===== src/rtl/frame_pkg.sv =====
// Shared constants, codes and state encoding for the receive-side frame deframer.
package frame_pkg;

  localparam int DATA_SIZE     = 64;
  localparam int PREAMBLE_SIZE = 7;
  localparam int CRC_SIZE      = 4;
  localparam int FRAME_BYTES   = PREAMBLE_SIZE + DATA_SIZE + CRC_SIZE;
  localparam int FRAME_SIZE    = FRAME_BYTES * 8;
  localparam int CRC_START     = PREAMBLE_SIZE + DATA_SIZE;
  localparam int CNT_W         = 7;

  localparam logic [CNT_W-1:0] FRAME_LEN = CNT_W'(FRAME_BYTES);
  localparam logic [CNT_W-1:0] CRC_POS   = CNT_W'(CRC_START);

  localparam logic [7:0] FRAME_START = 8'h06;
  localparam logic [7:0] FRAME_END   = 8'h07;
  localparam logic [7:0] ESC_VAL     = 8'h14;
  localparam logic [7:0] ESC_XOR     = 8'h20;
  localparam logic [7:0] OKAY        = 8'h05;
  localparam logic [7:0] ERROR       = 8'h04;

  localparam logic [31:0] CRC_POLY   = 32'hEDB88320;
  localparam logic [31:0] CRC_INIT   = 32'hFFFFFFFF;
  localparam logic [31:0] CRC_XOROUT = 32'hFFFFFFFF;

  typedef enum logic [1:0] {
    IDLE,
    RECV,
    ESC,
    CHECK
  } state_t;

endpackage


===== src/rtl/crc32_byte.sv =====
// Combinational one-byte step of the reflected CRC-32 (IEEE) register.
module crc32_byte
  import frame_pkg::*;
(
  input  logic [31:0] crc_in,
  input  logic [7:0]  data_in,
  output logic [31:0] crc_out
);

  always_comb begin : crc_step
    logic [31:0] w_acc;
    w_acc = crc_in ^ {24'd0, data_in};
    for (int i = 0; i < 8; i++) begin
      w_acc = w_acc[0] ? ((w_acc >> 1) ^ CRC_POLY) : (w_acc >> 1);
    end
    crc_out = w_acc;
  end

endmodule


===== src/rtl/frame_deframer.sv =====
// Byte-stuffed frame receiver: destuffs, assembles a 75-byte frame, checks length
// and (with FRAME_DEFRAMER_CRC_CHECK_EN defined) the CRC-32, then strobes it out.
module frame_deframer
  import frame_pkg::*;
(
  input  logic                  clk,
  input  logic                  rst,
  input  logic [7:0]            rx_byte,
  input  logic                  rx_valid,
  output logic [0:FRAME_SIZE-1] fout,
  output logic                  fout_valid,
  output logic [7:0]            conf_code,
  output logic                  conf_valid,
  output logic                  busy
);

  state_t                r_state, w_state_next;
  logic [CNT_W-1:0]      r_cnt, w_cnt_next;
  logic [0:FRAME_SIZE-1] r_shadow, r_fout;
  logic                  r_fout_valid, r_conf_valid;
  logic [7:0]            r_conf_code;

  logic       w_init, w_store, w_abort, w_crc_ok;
  logic       w_fout_v, w_conf_v;
  logic [7:0] w_store_byte, w_code;

  // NOTE: every signal driven here gets a default first, so no path leaves one unassigned (no latches).
  always_comb begin
    w_state_next = r_state;
    w_cnt_next   = r_cnt;
    w_init       = 1'b0;
    w_store      = 1'b0;
    w_abort      = 1'b0;
    w_store_byte = rx_byte;
    w_conf_v     = 1'b0;
    w_fout_v     = 1'b0;
    w_code       = r_conf_code;

    case (r_state)
      IDLE: if (rx_valid && rx_byte == FRAME_START) begin
        w_init       = 1'b1;
        w_state_next = RECV;
      end
      RECV: if (rx_valid) begin
        if (rx_byte == FRAME_START)    w_init = 1'b1;
        else if (rx_byte == FRAME_END) w_state_next = CHECK;
        else if (rx_byte == ESC_VAL)   w_state_next = ESC;
        else                           w_store = 1'b1;
      end
      ESC: if (rx_valid) begin
        if (rx_byte == FRAME_START || rx_byte == FRAME_END) begin
          w_abort = 1'b1;
        end else begin
          w_store      = 1'b1;
          w_store_byte = rx_byte ^ ESC_XOR;
          w_state_next = RECV;
        end
      end
      CHECK: begin
        w_state_next = IDLE;
        w_conf_v     = 1'b1;
        w_fout_v     = (r_cnt == FRAME_LEN) && w_crc_ok;
        w_code       = w_fout_v ? OKAY : ERROR;
      end
      default: w_state_next = IDLE;
    endcase

    // A byte that would land past the CRC field kills the frame on the spot.
    if (w_store && r_cnt == FRAME_LEN) begin
      w_store = 1'b0;
      w_abort = 1'b1;
    end
    if (w_store) w_cnt_next = r_cnt + CNT_W'(1);
    if (w_init)  w_cnt_next = '0;
    if (w_abort) begin
      w_state_next = IDLE;
      w_conf_v     = 1'b1;
      w_code       = ERROR;
    end
  end

  always_ff @(posedge clk or posedge rst) begin
    if (rst) begin
      r_state      <= IDLE;
      r_cnt        <= '0;
      r_fout       <= '0;
      r_fout_valid <= 1'b0;
      r_conf_valid <= 1'b0;
      r_conf_code  <= OKAY;
    end else begin
      r_state      <= w_state_next;
      r_cnt        <= w_cnt_next;
      r_fout_valid <= w_fout_v;
      r_conf_valid <= w_conf_v;
      r_conf_code  <= w_code;
      if (w_fout_v) r_fout <= r_shadow;
    end
  end

  // NOTE: the shadow frame needs no reset; it is only published after all 75 positions were rewritten.
  always_ff @(posedge clk) begin
    if (w_store) r_shadow[{r_cnt, 3'b000} +: 8] <= w_store_byte;
  end

`ifdef FRAME_DEFRAMER_CRC_CHECK_EN
  logic [31:0] r_crc, w_crc_upd;

  crc32_byte u_crc (
    .crc_in  (r_crc),
    .data_in (w_store_byte),
    .crc_out (w_crc_upd)
  );

  always_ff @(posedge clk or posedge rst) begin
    if (rst)                                r_crc <= CRC_INIT;
    else if (w_init)                        r_crc <= CRC_INIT;
    else if (w_store && r_cnt < CRC_POS)    r_crc <= w_crc_upd;
  end

  // Received CRC field is little-endian: lowest address carries crc[7:0].
  assign w_crc_ok = ((r_crc ^ CRC_XOROUT) ==
                     {r_shadow[(CRC_START+3)*8 +: 8], r_shadow[(CRC_START+2)*8 +: 8],
                      r_shadow[(CRC_START+1)*8 +: 8], r_shadow[CRC_START*8 +: 8]});
`else
  assign w_crc_ok = 1'b1;
`endif

  assign fout       = r_fout;
  assign fout_valid = r_fout_valid;
  assign conf_code  = r_conf_code;
  assign conf_valid = r_conf_valid;
  assign busy       = (r_state != IDLE);

endmodule


===== config.mk =====
export PLATFORM = sky130hd
export DESIGN_NAME = frame_deframer
export DESIGN_NICKNAME = d
export VERILOG_FILES = /design/src/rtl/frame_pkg.sv /design/src/rtl/crc32_byte.sv /design/src/rtl/frame_deframer.sv
export SDC_FILE = /design/constraint.sdc
export NUM_CORES = 2
export LEC_CHECK = 0
export CORE_ASPECT_RATIO = 1.1
export CORE_MARGIN = 1
export CORE_UTILIZATION = 49
export DETAILED_ROUTE_END_ITERATION = 16
export PLACE_DENSITY_LB_ADDON = 0.15
export SYNTH_ARGS = -nofsm -noshare
export SYNTH_HDL_FRONTEND = slang
export SYNTH_SLANG_ARGS = --single-unit

===== constraint.sdc =====
create_clock -name clk -period 18.7 [get_ports clk]
set_input_delay 1.87 -clock clk [delete_from_list [all_inputs] [get_ports clk]]
set_output_delay 1.87 -clock clk [all_outputs]
set_load 0.01 [all_outputs]

# Word-level counts from Yosys, hierarchy flattened
# Cells that the tools add are included.
word_totals:
  reg_bits: 1219
  wordCells: 71
op_classes:
  n_mux: 37
  shift: 2
  addsub: 2
  reduce_logical: 8
  bitwise: 2
  n_eq_ne: 13
op_table:
  columns: ["operator", "n"]
  rows:
  - ["variable shift 601 x 12 -> 600 bit, first input constant", 1]
  - ["indexed part select 601 x 12 -> 600 bit", 1]
  - ["bitwise mux 600 bit", 1]
  - ["two-way mux 1 bit", 18]
  - ["two-way mux 6 bit", 3]
  - ["equality test 8 x 3 -> 1 bit, second input constant", 2]
  - ["two-way mux 2 bit", 8]
  - ["two-way mux 8 bit", 2]
  - ["!= test 3 bit, second input constant", 5]
  - ["two-way mux 7 bit", 2]
  - ["negator 11 -> 12 bit", 1]
  - ["inverter 10 -> 11 bit", 1]
  - ["equality test 8 x 5 -> 1 bit, second input constant", 1]
  - ["case mux 2 bit (4 select lines)", 1]
  - ["adder 7 x 1 -> 7 bit, second input constant", 1]
  - ["equality test 7 bit, second input constant", 1]
  - ["AND reduction 6 bit", 1]
  - ["nonzero test 2 bit", 3]
  - ["equality test 2 bit, second input constant", 2]
  - ["!= test 4 bit, second input constant", 1]
  - ["case mux 1 bit (2 select lines)", 2]
  - ["equality test 2 x 1 -> 1 bit, second input constant", 1]
  - ["logical AND 1 bit", 2]
  - ["logical NOT 2 bit", 1]
  - ["2 further kinds", 2]

# Depth between registers and ports, before layout
depth:
  ltp_word: 10
  mapped_depth: 9
  depth_no_buf: 7

# Worst setup path after synthesis
# No wires, ideal clock.
synth_path:
  kind: "input to register"
  startpoint: "input rx_byte[1]"
  endpoint: "register r_shadow[0] (netlist name), enable pin"
  path_slack_ns: 14.877
  path_stages: 8
  n_path_buf: 3
  arrival_ns: 3.453
  required_ns: 18.330
  path_cell_list: "clkbuf_1 -> nor2b_1 -> o211ai_2 -> and2_0 -> clkbuf_1 -> nand2_1 -> buf_4 -> nor2_1"
synth_via:
  elab_chain_cells: 8
synth_lines:
  columns: ["item", "line", "source"]
  rows:
  - ["start, declared", "frame_deframer.sv:8", "input logic [7:0] rx_byte,"]
  - ["equality test 8 x 5 -> 1 bit", "frame_deframer.sv:47", "else if (rx_byte == ESC_VAL) w_state_next = ESC;"]
  - ["two-way mux 1 bit", "frame_deframer.sv:47", null]
  - ["two-way mux 1 bit", "frame_deframer.sv:46", "else if (rx_byte == FRAME_END) w_state_next = CHECK;"]
  - ["two-way mux 1 bit", "frame_deframer.sv:45", "if (rx_byte == FRAME_START) w_init = 1'b1;"]
  - ["two-way mux 1 bit", "frame_deframer.sv:44", "RECV: if (rx_valid) begin"]
  - ["case mux 1 bit (2 select lines) *", "frame_deframer.sv:39", "case (r_state)"]
  - ["logical AND 1 bit", "frame_deframer.sv:69", "if (w_store && r_cnt == FRAME_LEN) begin"]
  - ["two-way mux 1 bit *", "frame_deframer.sv:69", null]
  - ["end signal, assigned by index", "frame_deframer.sv:102", "if (w_store) r_shadow[{r_cnt, 3'b000} +: 8] <= w_store_byte;"]
  - ["end, declared", "frame_deframer.sv:19", "logic [0:FRAME_SIZE-1] r_shadow, r_fout;"]
# Every way passes the cells marked *; elsewhere a longest branch is shown, timed or not.
# A chain may end at the register's enable or synchronous reset.

# Worst setup path after layout
layout_path:
  startpoint: "input rx_byte[4]"
  endpoint: "register r_shadow[544] (netlist name), enable pin"
# The elaborated chain is that of the path after synthesis.

==> flow_metrics.tcl <==
set metrics [dict create \
    grt-ovfl-total 0 \
    ff2ff_setup_slack_ns 14.69 \
    p_leak_nw 23.0 \
    clock_latency_ns 0.69 \
    finalMaxSlewViolations 0 \
    status "finished, final reports clean" \
    start_kind "input pin" \
    viasPerCell 5.58 \
    dp.cells 4487 \
    htreeDepth 3 \
    regToRegEndpoint "r_shadow[544]" \
    totalWireLength_mm 135 \
    timing.rr.start "r_state[0]" \
    seqPwrFrac_pct 48.7 \
    clock_power_share_pct 39.9 \
    fp.dieH_microns 320 \
    cap_violations 0 \
    setup_tns_ns 0 \
    hold_depth 1 \
    drive_above_1_share_pct 9.26 \
    die_w_microns 291 \
    synth-main-ff-cell "dfrtp_1" \
    criticalPathCategory "in -> reg" \
    utilization_pct 60.9 \
    gr-usage-all-layers_pct 29.1 \
    yosys-top-cells-count "685 x nor2_1, 611 x dfrtp_1, 600 x edfxtp_1" \
    r2r_cells 7 \
    timing.final.crit_share_pct 27.6 \
    pwr-share-comb_pct 11.3 \
    irDropWorstVdd_uv 99.2 \
    p_total_mw 5.87 \
    cts_root_buffer "clkbuf_16" \
    max-slew-margin-rel_pct 16.4 \
    cts_tree "built" \
    path_clk_slew_ns 0.07 \
    final_cell_area_sq_mm 0.0553 \
    synth.cell_area_sq_mm 0.0449 \
    cts.repair.resized 0 \
    synthArstFlopShare_pct 50.5 \
    clockBufferDepth 3 \
    finalNetCount 3445 \
    vias 26260 \
    synth_area_leaders "edfxtp_1 40%, dfrtp_1 34%, mux2_1 13%, nor2_1 5.7%, mux2_2 2.3%" \
    drc 0 \
    finalCriticalPeriod_ns 5.17 \
    avgSynthCellArea_sq_um 15.7 \
    grt_pass1_vias 26826 \
    die_area_sq_mm 0.0929 \
    worst_pin_slew_ns 1.25 \
    setup_ws_ns 13.53 \
    gp_congestion 0.902 \
    hold_viol 0 \
    port_buffers 614 \
    first_pass_iters 5 \
    dpl-instance-area_sq_mm 0.0516 \
    switchingPower_mw 1.62 \
    min_from "r_shadow[52]" \
    synth_top_area_share_pct 40.1 \
    num_io_pins 622 \
    clock.fmax_mhz 194 \
    rsz0062_at_grt "no" \
    clock_skew_ns 0.0270 \
    detail-route-antenna-nets 0 \
    endpoint_kind "flip-flop" \
    post_cts_buffers 0 \
    seq_area_sq_mm 0.0333 \
    n_fill_cell 6663 \
    cp.arrival_ns 5.48 \
    critPathMaxFanout 11 \
    fin_cells 4702 \
    fp.coreArea_sq_mm 0.0909 \
    synth-edff-count 600 \
    pre_cts_ws_ns 13.03 \
    synth_seq_cells 1212 \
    swShare_pct 27.6 \
    numCtsBuffers 114 \
    grt_max_degree 214 \
    cts_hold_buf 0 \
    hold_class "reg -> reg" \
    row_count 116 \
    syn_inst 2855 \
    whs_endpoint "fout[52]" \
    syn_to_final_growth_pct 23.2 \
    clock-sinks 1212 \
    synth_seq_area_share_pct 74.2 \
    synth_top_area_cell "edfxtp_1" \
    drt_iter0_drc 2627 \
    wl_per_cell_microns 28.8 \
    ys_types 48 \
    grt_pass1_wl_mm 192 \
    initial_utilization_pct 49.4 \
    p_int_mw 4.25 \
    holdWs_ns 0.452 \
    multi_input_area_sq_mm 0.0104 \
    yosysMostFrequentCell "nor2_1" \
    cp.required_ns 19.01 \
    dpl.hpwl_mm 89.4 \
    setup_viol 0 \
    antenna_found_initial 7 \
    antenna_cells 0 \
    p_per_area_mw_per_mm2 106 \
    yosys_warnings 0 \
]
[placed cells by master (no fill, tap or decap), types with 29 or more instances in the layout]
cell type	netlist	final
nand2_2	0	32
edfxtp_1	600	600
clkdlybuf4s50_1	0	614
mux2_1	510	510
clkbuf_16	0	118
nor2_1	685	685
nand2_1	81	49
clkinv_2	0	29
mux2_2	90	90
dfrtp_1	611	611
[power groups by stage]
stage | clock network (mW) | registers, mW | logic (mW)
after floorplan | 0 | 2.90 | 0.314
after global placement | 0 | 2.91 | 0.637
after detailed placement | 0 | 2.91 | 0.651
after CTS | 2.37 | 2.86 | 0.652
after global routing | 2.48 | 2.86 | 0.680
final | 2.34 | 2.86 | 0.665
[state kept, by name (all words and copies together), names as in the netlist]
register and cells:
r_state 2, conf_valid 1, fout 600, conf_code 1, r_cnt 7, r_shadow 600
fout_valid 1
[final cells by class]
class                      count  share of cell area, %
clock buffer                 148                   5.70
timing repair buffer         626                   11.3
clock inverter                67                   1.14
tap                         1180                   2.67
inverter                       8                 0.0610
sequential                  1212                   60.2
multi-input combinational   1461                   18.9
[how the worst max path moves through the flow]
stage               start       endpoint  slack (ns)  cells past startpoint
3_5_place_dp   rx_byte[4]  r_shadow[550]       13.03                      6
5_1_grt        rx_byte[4]  r_shadow[575]       13.47                      6
6_report       rx_byte[4]  r_shadow[544]       13.53                      6
4_1_cts        rx_byte[4]  r_shadow[551]       13.71                      6
3_3_place_gp   rx_byte[4]  r_shadow[512]       13.23                      6
2_1_floorplan         rst     conf_valid        8.48                      1
[per-layer routing]
metal	global-route usage (%)	wire [microns]	up-vias
met4	11.8	5370	0
met2	47.7	66000	1267
met1	37.0	51400	13698
li1	-	-	11028
met5	0	0	-
met3	7.58	12500	267
[logic make-up after synthesis]
group                    count (synthesis)  share of synthesized area [%]
flip-flops                            1212                           74.2
AND/OR/NAND/NOR                        817                           7.23
multiplexers                           600                           15.0
buffers and inverters                  187                           2.79
AO/OA/AOI/OAI                           22                          0.354
adder cells (fa/ha/maj)                 11                          0.306
XOR/XNOR                                 4                         0.0780
other                                    2                         0.0167
[critical path, cell delays in order]
cell and delay [ns]:
clkdlybuf4s50_1 0.74, nor2b_1 0.17, o211ai_2 0.44, and2_0 0.39, nand3_1 0.91, nor2_1 0.93
(Power assumes the default switching activity.)
